`src/rtl/mem_cmd_responder_pkg.sv`:
```
`default_nettype none
// ============================================================================
//  Module      : mem_cmd_responder_pkg
//  Description : Shared bus definitions for the command-bus control FSMs:
//                bus IDs, opcode encodings, command-word field positions,
//                field-extraction helpers and the responder state encoding.
//  Revision    : 1.0 - initial release
// ============================================================================
package mem_cmd_responder_pkg;

    // Bus agent IDs
    localparam logic [1:0] c_BUS_ID_0 = 2'b00;
    localparam logic [1:0] c_BUS_ID_1 = 2'b01;
    localparam logic [1:0] c_BUS_ID_2 = 2'b10;
    localparam logic [1:0] c_BUS_ID_3 = 2'b11;

    // Opcode encodings
    localparam logic [1:0] c_OP_NOP   = 2'b00;
    localparam logic [1:0] c_OP_READ  = 2'b01;
    localparam logic [1:0] c_OP_WRITE = 2'b10;
    localparam logic [1:0] c_OP_HASH  = 2'b11;

    // Command-word layout: [ADDRW+7:8] addr, [7:6] flags, [5:4] dest,
    // [3:2] src, [1:0] opcode. The low byte is the control byte.
    localparam int c_CMD_OP_LSB    = 0;
    localparam int c_CMD_SRC_LSB   = 2;
    localparam int c_CMD_DEST_LSB  = 4;
    localparam int c_CMD_FLAGS_LSB = 6;
    localparam int c_CMD_ADDR_LSB  = 8;

    // Responder state encoding; unused codes 6/7 are treated as illegal.
    typedef enum logic [2:0] {
        ST_IDLE    = 3'd0,
        ST_RD_REQ  = 3'd1,
        ST_RD_SEND = 3'd2,
        ST_WR_RECV = 3'd3,
        ST_WR_REQ  = 3'd4,
        ST_ACK     = 3'd5
    } state_t;

    function automatic logic [1:0] cmd_op(input logic [7:0] ctl);
        return ctl[c_CMD_OP_LSB +: 2];
    endfunction

    function automatic logic [1:0] cmd_src(input logic [7:0] ctl);
        return ctl[c_CMD_SRC_LSB +: 2];
    endfunction

    function automatic logic [1:0] cmd_dest(input logic [7:0] ctl);
        return ctl[c_CMD_DEST_LSB +: 2];
    endfunction

endpackage : mem_cmd_responder_pkg
`default_nettype wire

```
`src/rtl/mem_cmd_responder_if.sv`:
```
`default_nettype none
// ============================================================================
//  Module      : mem_cmd_responder_if
//  Description : Bus bundle around the memory command responder.
//                  cmd_valid/cmd_data   command strobe and word
//                  busy/ack_out         status and completion event
//                  mem_*                single-byte memory access port
//                  tx_*                 byte stream to the destination
//                  rx_*                 byte stream from the source
//                slave  : the responder's view
//                master : the surrounding system's view
//  Revision    : 1.0 - initial release
// ============================================================================
interface mem_cmd_responder_if #(
    parameter int ADDRW = 24
);
    logic             cmd_valid;
    logic [ADDRW+7:0] cmd_data;
    logic             busy;
    logic [2:0]       ack_out;

    logic             mem_req;
    logic             mem_we;
    logic [ADDRW-1:0] mem_addr;
    logic [7:0]       mem_wdata;
    logic             mem_ack;
    logic [7:0]       mem_rdata;

    logic             tx_valid;
    logic [7:0]       tx_data;
    logic             tx_ready;

    logic             rx_valid;
    logic [7:0]       rx_data;
    logic             rx_ready;

    modport slave (
        input  cmd_valid, cmd_data, mem_ack, mem_rdata, tx_ready, rx_valid, rx_data,
        output busy, ack_out, mem_req, mem_we, mem_addr, mem_wdata, tx_valid, tx_data, rx_ready
    );

    modport master (
        output cmd_valid, cmd_data, mem_ack, mem_rdata, tx_ready, rx_valid, rx_data,
        input  busy, ack_out, mem_req, mem_we, mem_addr, mem_wdata, tx_valid, tx_data, rx_ready
    );
endinterface : mem_cmd_responder_if
`default_nettype wire

```
`src/rtl/mem_cmd_responder.sv`:
```
`default_nettype none
// ============================================================================
//  Module      : mem_cmd_responder
//  Description : Memory-side command responder. Accepts READ commands whose
//                source is this ID (memory -> tx stream) and WRITE commands
//                whose destination is this ID (rx stream -> memory), moving
//                XFER_BYTES single bytes and then pulsing ack_out.
//  Ports       : clk, rst_n (async, active-low)
//                bus : mem_cmd_responder_if.slave (command, status, memory,
//                      tx and rx streams)
//  Parameters  : ADDRW      byte-address width
//                MEM_ID     this responder's bus ID
//                XFER_BYTES bytes per command (1..64)
//  Revision    : 1.0 - initial release
// ============================================================================
module mem_cmd_responder
    import mem_cmd_responder_pkg::*;
#(
    parameter int         ADDRW      = 24,
    parameter logic [1:0] MEM_ID     = 2'b00,
    parameter int         XFER_BYTES = 32
) (
    input  wire                  clk,
    input  wire                  rst_n,
    mem_cmd_responder_if.slave   bus
);

    // 7 bits holds the final count of a 64-byte transfer
    localparam logic [6:0] c_LAST = 7'(XFER_BYTES);

    state_t           r_state;
    logic [6:0]       r_count;
    logic [ADDRW-1:0] r_base;
    logic             r_busy;
    logic [2:0]       r_ack;
    logic             r_mem_req;
    logic             r_mem_we;
    logic [ADDRW-1:0] r_mem_addr;
    logic [7:0]       r_mem_wdata;
    logic             r_tx_valid;
    logic [7:0]       r_tx_data;
    logic             r_rx_ready;

    logic [7:0]       w_ctl;
    logic [ADDRW-1:0] w_cmd_addr;
    logic             w_start_rd;
    logic             w_start_wr;
    logic [6:0]       w_count_inc;
    logic             w_last;
    logic [ADDRW-1:0] w_addr_cur;
    logic [ADDRW-1:0] w_addr_next;

    assign w_ctl      = bus.cmd_data[7:0];
    assign w_cmd_addr = bus.cmd_data[ADDRW+7:c_CMD_ADDR_LSB];

    // The IDs are only meaningful at decode time: they select whether this
    // responder owns the command and are not needed once it is running.
    assign w_start_rd = bus.cmd_valid && (cmd_op(w_ctl) == c_OP_READ)  && (cmd_src(w_ctl)  == MEM_ID);
    assign w_start_wr = bus.cmd_valid && (cmd_op(w_ctl) == c_OP_WRITE) && (cmd_dest(w_ctl) == MEM_ID);

    assign w_count_inc = r_count + 7'd1;
    assign w_last      = (w_count_inc == c_LAST);

    // Truncation to ADDRW bits gives the modulo-2^ADDRW wrap.
    assign w_addr_cur  = r_base + ADDRW'(r_count);
    assign w_addr_next = r_base + ADDRW'(w_count_inc);

    always_ff @(posedge clk or negedge rst_n) begin
        if (!rst_n) begin
            r_state     <= ST_IDLE;
            r_count     <= '0;
            r_base      <= '0;
            r_busy      <= 1'b0;
            r_ack       <= 3'b000;
            r_mem_req   <= 1'b0;
            r_mem_we    <= 1'b0;
            r_mem_addr  <= '0;
            r_mem_wdata <= '0;
            r_tx_valid  <= 1'b0;
            r_tx_data   <= '0;
            r_rx_ready  <= 1'b0;
        end else begin
            case (r_state)
                ST_IDLE: begin
                    r_ack <= 3'b000;
                    if (w_start_rd) begin
                        // Request goes out on the very next cycle.
                        r_state    <= ST_RD_REQ;
                        r_busy     <= 1'b1;
                        r_base     <= w_cmd_addr;
                        r_count    <= '0;
                        r_mem_req  <= 1'b1;
                        r_mem_we   <= 1'b0;
                        r_mem_addr <= w_cmd_addr;
                    end else if (w_start_wr) begin
                        r_state    <= ST_WR_RECV;
                        r_busy     <= 1'b1;
                        r_base     <= w_cmd_addr;
                        r_count    <= '0;
                        r_rx_ready <= 1'b1;
                    end
                end

                ST_RD_REQ: begin
                    if (bus.mem_ack) begin
                        r_mem_req  <= 1'b0;
                        r_tx_valid <= 1'b1;
                        r_tx_data  <= bus.mem_rdata;
                        r_state    <= ST_RD_SEND;
                    end
                end

                ST_RD_SEND: begin
                    if (bus.tx_ready) begin
                        r_tx_valid <= 1'b0;
                        r_count    <= w_count_inc;
                        if (w_last) begin
                            r_state <= ST_ACK;
                            r_ack   <= {1'b1, MEM_ID};
                        end else begin
                            r_state    <= ST_RD_REQ;
                            r_mem_req  <= 1'b1;
                            r_mem_addr <= w_addr_next;
                        end
                    end
                end

                ST_WR_RECV: begin
                    if (bus.rx_valid) begin
                        r_rx_ready  <= 1'b0;
                        r_mem_wdata <= bus.rx_data;
                        r_mem_req   <= 1'b1;
                        r_mem_we    <= 1'b1;
                        r_mem_addr  <= w_addr_cur;
                        r_state     <= ST_WR_REQ;
                    end
                end

                ST_WR_REQ: begin
                    if (bus.mem_ack) begin
                        r_mem_req <= 1'b0;
                        r_mem_we  <= 1'b0;
                        r_count   <= w_count_inc;
                        if (w_last) begin
                            r_state <= ST_ACK;
                            r_ack   <= {1'b1, MEM_ID};
                        end else begin
                            r_state    <= ST_WR_RECV;
                            r_rx_ready <= 1'b1;
                        end
                    end
                end

                ST_ACK: begin
                    r_ack   <= 3'b000;
                    r_busy  <= 1'b0;
                    r_state <= ST_IDLE;
                end

                default: begin
                    // Unreachable encodings: drop everything and go idle.
                    r_state    <= ST_IDLE;
                    r_busy     <= 1'b0;
                    r_ack      <= 3'b000;
                    r_mem_req  <= 1'b0;
                    r_mem_we   <= 1'b0;
                    r_tx_valid <= 1'b0;
                    r_rx_ready <= 1'b0;
                end
            endcase
        end
    end

    assign bus.busy      = r_busy;
    assign bus.ack_out   = r_ack;
    assign bus.mem_req   = r_mem_req;
    assign bus.mem_we    = r_mem_we;
    assign bus.mem_addr  = r_mem_addr;
    assign bus.mem_wdata = r_mem_wdata;
    assign bus.tx_valid  = r_tx_valid;
    assign bus.tx_data   = r_tx_data;
    assign bus.rx_ready  = r_rx_ready;

endmodule : mem_cmd_responder
`default_nettype wire

```
`src/flat_wrapper.sv`:
```
// flat-port wrapper written by rule: the top's interface ports become plain ports
module mem_cmd_responder_flat import mem_cmd_responder_pkg::*;
#(
    parameter int         ADDRW      = 24,
    parameter logic [1:0] MEM_ID     = 2'b00,
    parameter int         XFER_BYTES = 32
)
  (clk, rst_n, bus_cmd_valid, bus_cmd_data, bus_mem_ack, bus_mem_rdata, bus_tx_ready, bus_rx_valid, bus_rx_data, bus_busy, bus_ack_out, bus_mem_req, bus_mem_we, bus_mem_addr, bus_mem_wdata, bus_tx_valid, bus_tx_data, bus_rx_ready);
  mem_cmd_responder_if #(.ADDRW(ADDRW)) bus_i ();
  input  wire clk;
  input  wire rst_n;
  input wire logic [$bits(bus_i.cmd_valid)-1:0] bus_cmd_valid;
  input wire logic [$bits(bus_i.cmd_data)-1:0] bus_cmd_data;
  input wire logic [$bits(bus_i.mem_ack)-1:0] bus_mem_ack;
  input wire logic [$bits(bus_i.mem_rdata)-1:0] bus_mem_rdata;
  input wire logic [$bits(bus_i.tx_ready)-1:0] bus_tx_ready;
  input wire logic [$bits(bus_i.rx_valid)-1:0] bus_rx_valid;
  input wire logic [$bits(bus_i.rx_data)-1:0] bus_rx_data;
  output wire logic [$bits(bus_i.busy)-1:0] bus_busy;
  output wire logic [$bits(bus_i.ack_out)-1:0] bus_ack_out;
  output wire logic [$bits(bus_i.mem_req)-1:0] bus_mem_req;
  output wire logic [$bits(bus_i.mem_we)-1:0] bus_mem_we;
  output wire logic [$bits(bus_i.mem_addr)-1:0] bus_mem_addr;
  output wire logic [$bits(bus_i.mem_wdata)-1:0] bus_mem_wdata;
  output wire logic [$bits(bus_i.tx_valid)-1:0] bus_tx_valid;
  output wire logic [$bits(bus_i.tx_data)-1:0] bus_tx_data;
  output wire logic [$bits(bus_i.rx_ready)-1:0] bus_rx_ready;
  assign bus_i.cmd_valid = bus_cmd_valid;
  assign bus_i.cmd_data = bus_cmd_data;
  assign bus_i.mem_ack = bus_mem_ack;
  assign bus_i.mem_rdata = bus_mem_rdata;
  assign bus_i.tx_ready = bus_tx_ready;
  assign bus_i.rx_valid = bus_rx_valid;
  assign bus_i.rx_data = bus_rx_data;
  assign bus_busy = bus_i.busy;
  assign bus_ack_out = bus_i.ack_out;
  assign bus_mem_req = bus_i.mem_req;
  assign bus_mem_we = bus_i.mem_we;
  assign bus_mem_addr = bus_i.mem_addr;
  assign bus_mem_wdata = bus_i.mem_wdata;
  assign bus_tx_valid = bus_i.tx_valid;
  assign bus_tx_data = bus_i.tx_data;
  assign bus_rx_ready = bus_i.rx_ready;
  mem_cmd_responder #(.ADDRW(ADDRW), .MEM_ID(MEM_ID), .XFER_BYTES(XFER_BYTES)) u_core (.clk(clk), .rst_n(rst_n), .bus(bus_i));
endmodule
```
`config.mk`:
```
export PLATFORM = sky130hd
export DESIGN_NAME = mem_cmd_responder_flat
export DESIGN_NICKNAME = d
export VERILOG_FILES = /design/src/rtl/mem_cmd_responder_pkg.sv /design/src/rtl/mem_cmd_responder_if.sv /design/src/rtl/mem_cmd_responder.sv /design/src/flat_wrapper.sv
export SDC_FILE = /design/constraint.sdc
export NUM_CORES = 1
export LEC_CHECK = 0
export ABC_AREA = 1
export CAP_MARGIN = 20
export CORE_MARGIN = 2
export CORE_UTILIZATION = 25
export CTS_CLUSTER_DIAMETER = 150
export DETAILED_ROUTE_END_ITERATION = 8
export SYNTH_ARGS = -nofsm -noshare
export SYNTH_HDL_FRONTEND = slang
export SYNTH_SLANG_ARGS = --single-unit
export TNS_END_PERCENT = 10
```
`constraint.sdc`:
```
create_clock -name clk -period 3.1 [get_ports clk]
set_clock_uncertainty 0.2 [all_clocks]
set_input_delay 0.62 -clock clk [delete_from_list [all_inputs] [get_ports clk]]
set_output_delay 0.62 -clock clk [all_outputs]
set_load 0.02 [all_outputs]
```
======== Word level (Yosys, flattened, before mapping) ========
Index checks and enable logic that the tools add are counted.
word-level totals
  output and inout port bits .............. 48
  bits in registers ....................... 82
  word-level logic and storage cells ...... 109
operators by class
  $add $sub $neg .......................... 3
  mux-type cells .......................... 43
  reductions and logical operators ........ 27
  equality and inequality tests ........... 19
  bitwise operators ....................... 5
operator list
  operator                                             count
  two-way mux 24 bit                                   6
  case mux 24 bit (3 select lines)                     1
  adder 24 x 7 -> 24 bit                               2
  two-way mux 3 bit                                    11
  two-way mux 7 bit                                    4
  case mux 7 bit (3 select lines)                      1
  case mux 3 bit (5 select lines)                      1
  != test 2 bit, second input constant                 7
  two-way mux 1 bit                                    13
  AND reduction 6 bit                                  2
  AND reduction 5 bit                                  2
  case mux 3 bit (3 select lines)                      1
  case mux 1 bit (4 select lines)                      2
  AND reduction 2 bit                                  4
  AND reduction 4 bit                                  2
  OR reduction 4 bit                                   2
  adder 7 x 1 -> 7 bit, second input constant          1
  equality test 7 x 6 -> 1 bit, second input constant  1
  equality test 3 x 2 -> 1 bit, second input constant  2
  equality test 3 bit, second input constant           2
  != test 2 x 1 -> 1 bit, second input constant        3
  AND reduction 3 bit                                  2
  nonzero test 3 bit                                   2
  NOT 1 bit                                            5
  other kinds (13)                                     18

======== Longest topological paths before layout ========
Gate-level depths: netlist of the first run.
  depth after elaboration ................. 6
  gate-level depth with buffers ........... 21
  mapped depth without buffers ............ 21

======== Worst setup path before layout of the first run ========
Ideal clock, no wire load.
  path kind ............................... reg-to-reg
  start ................................... reg u_core.r_count[0]
  end ..................................... reg u_core.r_mem_addr[23] (netlist: u_core.bus.mem_addr[23])
  required time ........................... 2784 ps
  period minus slack after synthesis ...... 2499 ps
  path buffers ............................ 0
  setup slack ............................. 601 ps
  data arrival time ....................... 2182 ps
  stages on the path, launching flop included .. 19
  path through ............................ dfrtp_1 > ha_1 > nand2_1 > nor2_2 > nand3b_1 > nand2_1 > inv_1 > o21ai_0 > ha_1 > nand2_1 > inv_1 > a21oi_1 > nand2_1 > nand3b_1 > nand2_1 > nand2_1 > o21ai_0 > nand2_1 > nand2_1
on the way
  longest elaborated chain between the ends .. 5
RTL lines
  what                              RTL line                  RTL
  from (decl)                       mem_cmd_responder.sv:32   logic [6:0] r_count;
  from (signal assigned)            mem_cmd_responder.sv:116  r_count <= w_count_inc;
  from (signal assigned)            mem_cmd_responder.sv:143  r_count <= w_count_inc;
  adder 7 x 1 -> 7 bit              mem_cmd_responder.sv:61   assign w_count_inc = r_count + 7'd1;
  adder 24 x 7 -> 24 bit            mem_cmd_responder.sv:66   assign w_addr_next = r_base + ADDRW'(w_count_inc);
  two-way mux 24 bit                mem_cmd_responder.sv:117  if (w_last) begin
  two-way mux 24 bit                mem_cmd_responder.sv:114  if (bus.tx_ready) begin
  case mux 24 bit (3 select lines)  mem_cmd_responder.sv:83   case (r_state)
  to (signal assigned)              mem_cmd_responder.sv:94   r_mem_addr <= w_cmd_addr;
  to (signal assigned)              mem_cmd_responder.sv:123  r_mem_addr <= w_addr_next;
  to (signal assigned)              mem_cmd_responder.sv:134  r_mem_addr <= w_addr_cur;
  to (decl)                         mem_cmd_responder.sv:38   logic [ADDRW-1:0] r_mem_addr;
Parallel ways exist; a longest one is shown, timed or not. The select of a mux whose other input is x is not followed.
A chain may end at the register's enable or synchronous reset.

======== Worst setup path in the final report of the first run ========
  start ................................... reg u_core.r_state[0]
  end ..................................... reg u_core.r_mem_addr[12] (netlist: u_core.bus.mem_addr[12])
on the way
  longest elaborated chain between the ends .. 3
RTL lines
  what                                                             RTL line                 RTL
  from (decl)                                                      mem_cmd_responder.sv:31  state_t r_state;
  from (signal assigned)                                           mem_cmd_responder.sv:70  r_state <= ST_IDLE;
  from (signal assigned)                                           mem_cmd_responder.sv:88  r_state <= ST_RD_REQ;
  from (signal assigned)                                           mem_cmd_responder.sv:96  r_state <= ST_WR_RECV;
  equality test 3 x 2 -> 1 bit or zero test 3 bit (tied branches)  mem_cmd_responder.sv:83
  != test 2 bit (no source line), or another cell as far along     --
  AND reduction 5 bit (no source line)                             --
Parallel ways exist; a longest one is shown, timed or not.

==> metrics.yaml, run 1 <==
synth_compound_area_share_pct: 6.093
hold_buffers: 0
num_rows: 50
finalMaxSlewViolations: 0
maxSlewHeadroom_pct: 62.15
ys.flop_type: "dfrtp_1"
syn_to_final_growth_pct: 34.41
grt_pass1_wl_um: 22330
tritoncts: "yes"
multi_input_area_mm2: 0.002447
synthSimpleGateAreaFrac_pct: 35.28
core-area_mm2: 0.01864
maxCapViolCount: 0
netlist_area_mm2: 0.004723
power.net_switching_w: 0.003064
synth-xor-area-share_pct: 1.298
seqPwrFrac_pct: 28.0
cts.clk_slew.worst_paths_ns: 0.07
synth_cell_type_count: 37
p_leak_nw: 3.111
synth_top_family_by_area: "simple AND/OR/NAND/NOR gates"
cts_buffers: 9
fmax_mhz: 354.4
synth_seq_cells: 80
hold_class: "in2async"
fillers: 2003
dpl.hpwl_um: 9922
syn_inst: 650
root_buffer: "clkbuf_16"
n_antenna_cell: 0
crit_chain: "inv_2 -> nor2_4 -> nand2_4 -> clkinvlp_4 -> nand2_1 -> nand2_1 -> fa_1 -> nand2_1 -> a21oi_2 -> nand3_1 -> nand2_1 -> nand2_1 -> nand3_1 -> o21ai_1 -> o21ai_1"
htreeDepth: 3
synth_edf_count: 0
ant_nets: 0
fp.dieH_um: 141.5
path_max_fanout: 9
grt_remaining_overflow: 0
die_x_um: 141.5
arrival_ns: 2.84
power_density_mw_per_mm2: 1053
gp_congestion: 0.8773
setup_viol: 0
viasPerCell: 4.469
synthAdderAreaFrac_pct: 2.808
start_util_pct: 25.34
netlist.top_cell.by_area: "dfrtp_1"
regArea_mm2: 0.002002
grt_max_degree: 42
synth_top_area_share_pct: 42.38
cp_data_required_time_ns: 3.12
first_pass_iters: 4
rsz0062_at_grt: "yes"
fin_util_pct: 34.05
power_frac_clock_pct: 14.6
cp_common_cell: "nand2_1"
rrSetupSlack_ns: 0.28
drc: 0
p_int_w: 0.003622
synth_warnings: 0
critPathMaxStageDelay_ns: 0.50
routedWlPerCell_um: 13.33
drive_gt1_share_pct: 10.53
antenna_found_initial: 0
min_period_ns: 2.822
netSwitchingFraction_pct: 45.83
setup.worst_path.end_class: "flip-flop"
dr_total_vias: 4442
cp_slowest_cell: "fa_1"
nNetsFinal: 821
dieArea_mm2: 0.02001
synthTopCellsByArea: "dfrtp_1 (42%), nand2_1 (20%), nand3_1 (6.5%), inv_1 (4.7%), nor2_1 (4.2%)"
cts_buffer_depth: 2
ios: 102
ir_worst_vdd_mv: 0.4760
port_buffers: 97
worst_pin_slew_ns: 0.5677
grt_pass1_vias: 4504
hold_viol_final: 0
worstSetupPathType: "reg2reg"
status: "finished, final reports clean"
grtUsageTotal_pct: 14.03
fin_setup_tns_ns: 0
synthMuxAreaShare_pct: 4.874
clk_latency_ns: 0.34
synthArstFlopShare_pct: 100.0
power_frac_comb_pct: 57.4
fin_crit_sh_pct: 91.03
syn_avg_cell_area_um2: 7.267
seq_area_frac_synth_pct: 42.38
drt_iter0_drc: 229
start_kind: "flip-flop"
cts_sinks: 80
totalWireLength_um: 13250
repair_timing:
item / in CTS / in global routing
setup endpoints to repair: 0 / 18
buffers inserted: 0 / 1
resized for setup: 0 / 19
layout make-up:
cell class	instances	area share [%]
multi-input combinational	491	38.55
sequential	80	31.53
timing repair buffer	111	17.30
tap	234	4.612
inverter	64	3.883
clock buffer	10	3.764
clock inverter	4	0.3547
state kept, by name, indices dropped and copies added (netlist names), 3 cells and up:
signal	cells
u_core.bus.mem_addr	24
u_core.bus.mem_wdata	8
u_core.bus.tx_data	8
u_core.r_base	24
u_core.r_count	7
u_core.r_state	3
power groups by stage:
stage,Sequential [W],Clock [W],Combinational (W)
global route,0.00195,0.00105,0.00431
global placement,0.00188,0,0.00379
floorplan,0.00218,0,0.00211
CTS,0.00187,0.00101,0.00384
finish,0.00187,0.000975,0.00384
detailed placement,0.00188,0,0.00382
path summary, 6_finish.rpt:
kind                            depth (start not counted)                       to               from
worst min-delay path                                    1  u_core.bus.mem_addr[20]              rst_n
worst min register to register                          2          u_core.bus.busy    u_core.bus.busy
worst max register to register                         15  u_core.bus.mem_addr[12]  u_core.r_state[0]
max in group asynchronous                               2  u_core.bus.mem_wdata[2]              rst_n
min in group clk                                        2          u_core.bus.busy    u_core.bus.busy
worst max-delay path                                   15  u_core.bus.mem_addr[12]  u_core.r_state[0]
synthesized netlist by cell type (6+ instances only):
cell type,instances
a21oi_1,17
buf_2,8
dfrtp_1,80
ha_1,9
inv_1,59
mux2_2,16
nand2_1,251
nand3_1,61
nor2_1,53
nor3_1,6
o21ai_0,27
o21ai_1,9
metal layers:
layer / vias to the layer above / wire [um] / GRT usage, %
li1: 2264 / - / -
met1: 2049 / 6446 / 19.05
met2: 113 / 5802 / 21.26
met3: 16 / 712 / 3.172
met4: 0 / 288 / 6.526
met5: - / 0 / 0
worst max-delay path, delay by kind of cell, from the launching register on:
family,cells,cell delay [ns]
buffers and inverters,2,0.36
AO/OA/AOI/OAI,3,0.37
adder cells (fa/ha/maj),1,0.50
AND/OR/NAND/NOR,9,0.86
flip-flops,1,0.38
placed cells by master, fill, tap and decap left out, types with 13 or more instances in the layout:
cell             instances
buf_4                   13
nor2_1                  49
a21oi_1                 16
inv_1                   59
dfrtp_1                 80
o21ai_0                 25
clkdlybuf4s50_1         96
mux2_2                  16
nand2_1                247
nand3_1                 60
through the flow:
stage / worst slack, ns / std cells / power, W / area, um2 / hold slack (ns)
after CTS: 0.1245 / 993 / 0.006721 / 6276 / 0.07602
after detailed placement: 0.1406 / 979 / 0.005701 / 6015 / 0.2631
after global routing: -0.01070 / 994 / 0.007308 / 6349 / 0.1047
after floorplan: 0.6012 / 651 / 0.004293 / 4727 / 0.1244
after global placement: 0.1807 / 979 / 0.005669 / 6015 / 0.2584
final: 0.2781 / 994 / 0.006686 / 6349 / 0.06673
cell families (layout without fill, tap and decap cells):
logic type / after synthesis / after routing
AO/OA/AOI/OAI: 56 / 56
XOR/XNOR: 7 / 7
adder cells (fa/ha/maj): 10 / 10
buffers and inverters: 80 / 189
flip-flops: 80 / 80
multiplexers: 21 / 21
other: 1 / 2
AND/OR/NAND/NOR: 395 / 395
(Power assumes the default switching activity.)
==> run 2, diff against run 1 <==
--- a/config.mk
+++ b/config.mk
@@ -11,6 +11,7 @@
 export CORE_UTILIZATION = 25
 export CTS_CLUSTER_DIAMETER = 150
 export DETAILED_ROUTE_END_ITERATION = 8
+export GPL_TIMING_DRIVEN = 0
 export SYNTH_ARGS = -nofsm -noshare
 export SYNTH_HDL_FRONTEND = slang
 export SYNTH_SLANG_ARGS = --single-unit
==> metrics.yaml, run 2 (same netlist as run 1, synthesis figures left out) <==
grtUsageTotal_pct: 13.90  # -0.13 points
critical_path.top_delay_family: "simple AND/OR/NAND/NOR gates"
cp_common_cell: "nand2_1"
core-area_mm2: 0.01864  # unchanged
htreeDepth: 3  # unchanged
nNetsFinal: 824  # +0.37%
critPathMaxStageDelay_ns: 0.41  # -0.09 ns
min_period_ns: 2.860  # +0.03828 ns
worstSetupPathType: "reg2reg"
path_max_fanout: 5  # -4
finalMaxSlewViolations: 0  # unchanged
grt_pass1_wl_um: 21870  # -2.1%
cp_data_required_time_ns: 3.17  # +0.05 ns
drive_gt1_share_pct: 9.935  # -0.59 points
antenna_found_initial: 0  # unchanged
crit_chain: "ha_1 -> nand2_1 -> nor2_2 -> nand2_1 -> nand2_1 -> nand2_1 -> inv_1 -> o21ai_1 -> ha_1 -> nand2_1 -> nor2_1 -> nand3_1 -> nand2_1 -> nand2_1 -> nand3_1 -> o21ai_0 -> o21ai_1"
stdcell_area_mm2: 0.006359  # +0.16%
n_antenna_cell: 0  # unchanged
start_kind: "flip-flop"
fillers: 1983  # -1.0%
hold_viol_final: 0  # unchanged
syn_to_final_growth_pct: 34.62
setup_viol: 0  # unchanged
cts_buffers: 9  # unchanged
grt_pass1_vias: 4322  # -4.0%
ir_worst_vdd_mv: 0.4169  # -12%
place_area_mm2: 0.006016  # about the same
cts_buffer_depth: 2  # unchanged
maxSlewHeadroom_pct: 62.85  # +0.70 points
fp.dieH_um: 141.5  # unchanged
mostFrequentLayoutCell: "nand2_1"
fin_crit_sh_pct: 92.26  # +1.2 points
fmax_mhz: 349.6  # -1.3%
dpl.hpwl_um: 10310  # +3.9%
tritoncts: "yes"
port_buffers: 97  # unchanged
fin_util_pct: 34.11  # +0.054 points
grt_max_degree: 51  # +21%
totalWireLength_um: 13440  # +1.5%
hold_class: "in2async"
grt_remaining_overflow: 0  # unchanged
cp_slowest_cell: "dfrtp_2"
root_buffer: "clkbuf_16"
cts.clk_slew.worst_paths_ns: 0.07  # about the same
viasPerCell: 4.422  # -1.0%
gp_congestion: 0.9190  # +4.8%
die_x_um: 141.5  # unchanged
cts_sinks: 80  # unchanged
critical_path_buf_inv_count: 1  # -1
dieArea_mm2: 0.02001  # unchanged
ios: 102  # unchanged
num_rows: 50  # unchanged
arrival_ns: 2.93  # +0.09 ns
maxCapViolCount: 0  # unchanged
worst_pin_slew_ns: 0.5573  # -0.01044 ns
routedWlPerCell_um: 13.46  # +0.95%
layout_common_cells: "nand2_1 (250), clkdlybuf4s50_1 (96), dfrtp_1 (78)"
p_leak_nw: 3.123  # +0.39%
drt_iter0_drc: 266  # +16%
dr_total_vias: 4418  # -0.54%
setup.worst_path.end_class: "flip-flop"
start_util_pct: 25.34  # unchanged
ant_nets: 0  # unchanged
power_density_mw_per_mm2: 1076  # +2.2%
clk_latency_ns: 0.34  # about the same
first_pass_iters: 4  # unchanged
status: "finished, final reports clean"
drc: 0  # unchanged
## run 2: worst paths after layout
kind,slack (ns),start,cells after the start,to
worst max-delay path,0.24,u_core.r_count[0],17,u_core.bus.mem_addr[12]
worst min-delay path,0.01,rst_n,1,u_core.bus.mem_addr[21]
worst max register to register,0.24,u_core.r_count[0],17,u_core.bus.mem_addr[12]
worst min register to register,0.27,u_core.bus.busy,2,u_core.bus.busy
max in group asynchronous,2.08,rst_n,2,u_core.r_base[8]
min in group clk,0.27,u_core.bus.busy,2,u_core.bus.busy
## run 2: where the power goes
group / switching (W) / internal [W] / leakage, nW
registers: 0.000342 / 0.00155 / 0.975
clock network: 0.000453 / 0.000707 / 0.156
logic: 0.00230 / 0.00149 / 1.99
total: 0.00310 / 0.00374 / 3.12
## run 2: per-layer routing
metal  GRT usage, %  vias to the layer above  wire length (um)
li1               -                     2272                 -
met3          2.126                       18               536
met1          19.45                     2025              6655
met2          21.33                      103              5937
met5              0                        -                 0
met4          6.053                        0               314
## run 2: timing repair
| item | in CTS | in global routing |
|---|---|---|
| gates resized for setup | 0 | 10 |
| endpoints found under the hold margin | 0 | 0 |
| buffers inserted | 0 | 0 |
| hold buffers | 0 | 0 |
| endpoints found under the setup margin | 0 | 19 |
## run 2: final cells by class
type                            instances  area (um2)  area share (%)
Buffer                                 16       96.34           1.515
Clock buffer                            9       225.2           3.542
Clock inverter                          7       95.09           1.495
Inverter                               64       246.5           3.876
Multi-Input combinational cell        491        2402           37.78
Sequential cell                        80        2004           31.52
Tap cell                              234       292.8           4.604
Timing Repair Buffer                   98       996.0           15.66
## run 2: metrics by stage
stage | setup slack (ns) | hold WS [ns] | total power (W) | std cells | TNS [ns]
after CTS | 0.009070 | 0.02200 | 0.006929 | 999 | 0
after detailed placement | 0.05305 | 0.2617 | 0.005717 | 983 | 0
after global routing | -0.01158 | 0.04624 | 0.007421 | 999 | -0.01165
final | 0.2398 | 0.01417 | 0.006843 | 999 | 0
after global placement | -1.996 | 0.2626 | 0.005691 | 982 | -159.11
after floorplan | 0.6012 | 0.1244 | 0.004293 | 651 | 0
==> run 3, diff against run 2 <==
==> constraint.sdc (replaced) <==
create_clock -name clk -period 3.1 [get_ports clk]
set_clock_uncertainty 0.2 [all_clocks]
set_input_delay 0.31 -clock clk [delete_from_list [all_inputs] [get_ports clk]]
set_output_delay 0.31 -clock clk [all_outputs]
set_load 0.02 [all_outputs]
==> metrics.yaml, run 3 (same netlist as run 1, synthesis figures left out) <==
clk_latency_ns: 0.34  # about the same
critPathMaxStageDelay_ns: 0.41  # about the same
ant_nets: 0  # unchanged
grt_remaining_overflow: 0  # unchanged
grt_pass1_wl_um: 21870  # unchanged
min_period_ns: 2.864  # +0.004031 ns
dr_total_vias: 4422  # +0.091%
core-area_mm2: 0.01864  # unchanged
layout_common_cells: "nand2_1 (250), clkdlybuf4s50_1 (96), dfrtp_1 (78)"
cp_data_required_time_ns: 3.17  # about the same
port_buffers: 97  # unchanged
cts.clk_slew.worst_paths_ns: 0.07  # about the same
syn_to_final_growth_pct: 34.83
finalMaxSlewViolations: 0  # unchanged
ios: 102  # unchanged
fp.dieH_um: 141.5  # unchanged
first_pass_iters: 4  # unchanged
cp_slowest_cell: "dfrtp_2"
nNetsFinal: 825  # +0.12%
ir_worst_vdd_mv: 0.4169  # about the same
fmax_mhz: 349.1  # -0.14%
hold_class: "in2async"
p_leak_nw: 3.127  # +0.13%
start_util_pct: 25.34  # unchanged
grtUsageTotal_pct: 13.90  # unchanged
place_area_mm2: 0.006016  # unchanged
start_kind: "flip-flop"
cp_common_cell: "nand2_1"
fin_crit_sh_pct: 92.39  # +0.13 points
maxSlewHeadroom_pct: 62.03  # -0.82 points
fin_util_pct: 34.16  # +0.054 points
stdcell_area_mm2: 0.006369  # +0.16%
gp_congestion: 0.9190  # unchanged
viasPerCell: 4.422  # about the same
worst_pin_slew_ns: 0.5695  # +0.01223 ns
root_buffer: "clkbuf_16"
totalWireLength_um: 13500  # +0.40%
setup.worst_path.end_class: "flip-flop"
cts_sinks: 80  # unchanged
arrival_ns: 2.94  # about the same
status: "finished, final reports clean"
grt_pass1_vias: 4323  # +0.023%
tritoncts: "yes"
n_antenna_cell: 0  # unchanged
htreeDepth: 3  # unchanged
crit_chain: "ha_1 -> nand2_1 -> nor2_2 -> nand2_1 -> nand2_1 -> nand2_1 -> inv_1 -> o21ai_1 -> ha_1 -> nand2_1 -> nor2_1 -> nand3_1 -> nand2_1 -> nand2_1 -> nand3_1 -> o21ai_0 -> o21ai_1"
drt_iter0_drc: 286  # +7.5%
maxCapViolCount: 0  # unchanged
hold_viol_final: 0  # unchanged
routedWlPerCell_um: 13.50  # +0.30%
worstSetupPathType: "reg2reg"
grt_max_degree: 51  # unchanged
fillers: 1984  # +0.050%
num_rows: 50  # unchanged
cts_buffer_depth: 2  # unchanged
drive_gt1_share_pct: 9.922  # -0.013 points
mostFrequentLayoutCell: "nand2_1"
path_max_fanout: 5  # unchanged
dieArea_mm2: 0.02001  # unchanged
dpl.hpwl_um: 10310  # unchanged
multi_input_area_mm2: 0.002402  # unchanged
antenna_found_initial: 0  # unchanged
cts_buffers: 9  # unchanged
drc: 0  # unchanged
setup_viol: 0  # unchanged
regArea_mm2: 0.002004  # unchanged
power_density_mw_per_mm2: 1075  # about the same
die_x_um: 141.5  # unchanged
-- run 3: cell types whose count changed in the layout (fill, tap and decap cells not counted) --
cell           delta
dlygate4sd3_1     +1
-- run 3: path summary, 6_finish.rpt --
check                      slack, ns  depth (start not counted)                 endpoint              start
min reg2reg                     0.27                          2          u_core.bus.busy    u_core.bus.busy
max in group asynchronous       1.84                          3         u_core.r_base[8]              rst_n
min in group clk                0.27                          2          u_core.bus.busy    u_core.bus.busy
min                             0.25                          2  u_core.bus.mem_addr[21]              rst_n
max reg2reg                     0.24                         17  u_core.bus.mem_addr[12]  u_core.r_count[0]
max                             0.24                         17  u_core.bus.mem_addr[12]  u_core.r_count[0]
-- run 3: what timing repair did --
action | in CTS | in global routing
setup endpoints to repair | 0 | 19
hold buffers | 1 | 0
resized for setup | 0 | 10
endpoints found under the hold margin | 30 | 0
buffers inserted | 0 | 0
-- run 3: final cells by class --
type,instances,area share [%]
Buffer,16,1.513
Clock buffer,9,3.536
Clock inverter,7,1.493
Inverter,64,3.870
Multi-Input combinational cell,491,37.72
Sequential cell,80,31.47
Tap cell,234,4.597
Timing Repair Buffer,99,15.80
-- run 3: routing by layer --
layer / vias to the layer above / track usage (%) / wire length, um
li1: 2277 / - / -
met1: 2039 / 19.45 / 6769
met2: 88 / 21.33 / 5961
met3: 18 / 2.126 / 450
met4: 0 / 6.053 / 314
met5: - / 0 / 0
-- run 3: power breakdown --
part	switching, W	internal [W]	total (W)
clock network	0.000453	0.000707	0.00116
logic	0.00231	0.00149	0.00380
registers	0.000343	0.00155	0.00189
total	0.00310	0.00375	0.00685
-- run 3: critical path: cells and delay by family (launching register included) --
family	cells	cell delay (ns)
adder cells (fa/ha/maj)	2	0.55
buffers and inverters	1	0.09
AND/OR/NAND/NOR	11	1.09
flip-flops	1	0.41
AO/OA/AOI/OAI	3	0.44
-- run 3: metrics by stage --
stage                     std cells  setup WS [ns]  hold WS (ns)  setup TNS [ns]  power, W
final                          1000         0.2358        0.2500               0  0.006849
after global routing           1000       -0.01158        0.2969        -0.01165  0.007422
after CTS                      1000       0.009070        0.2549               0  0.006930
after detailed placement        983        0.05305       0.08860               0  0.005717
after global placement          982         -1.686        0.2626         -134.31  0.005691
after floorplan                 651         0.6012       -0.1856               0  0.004293
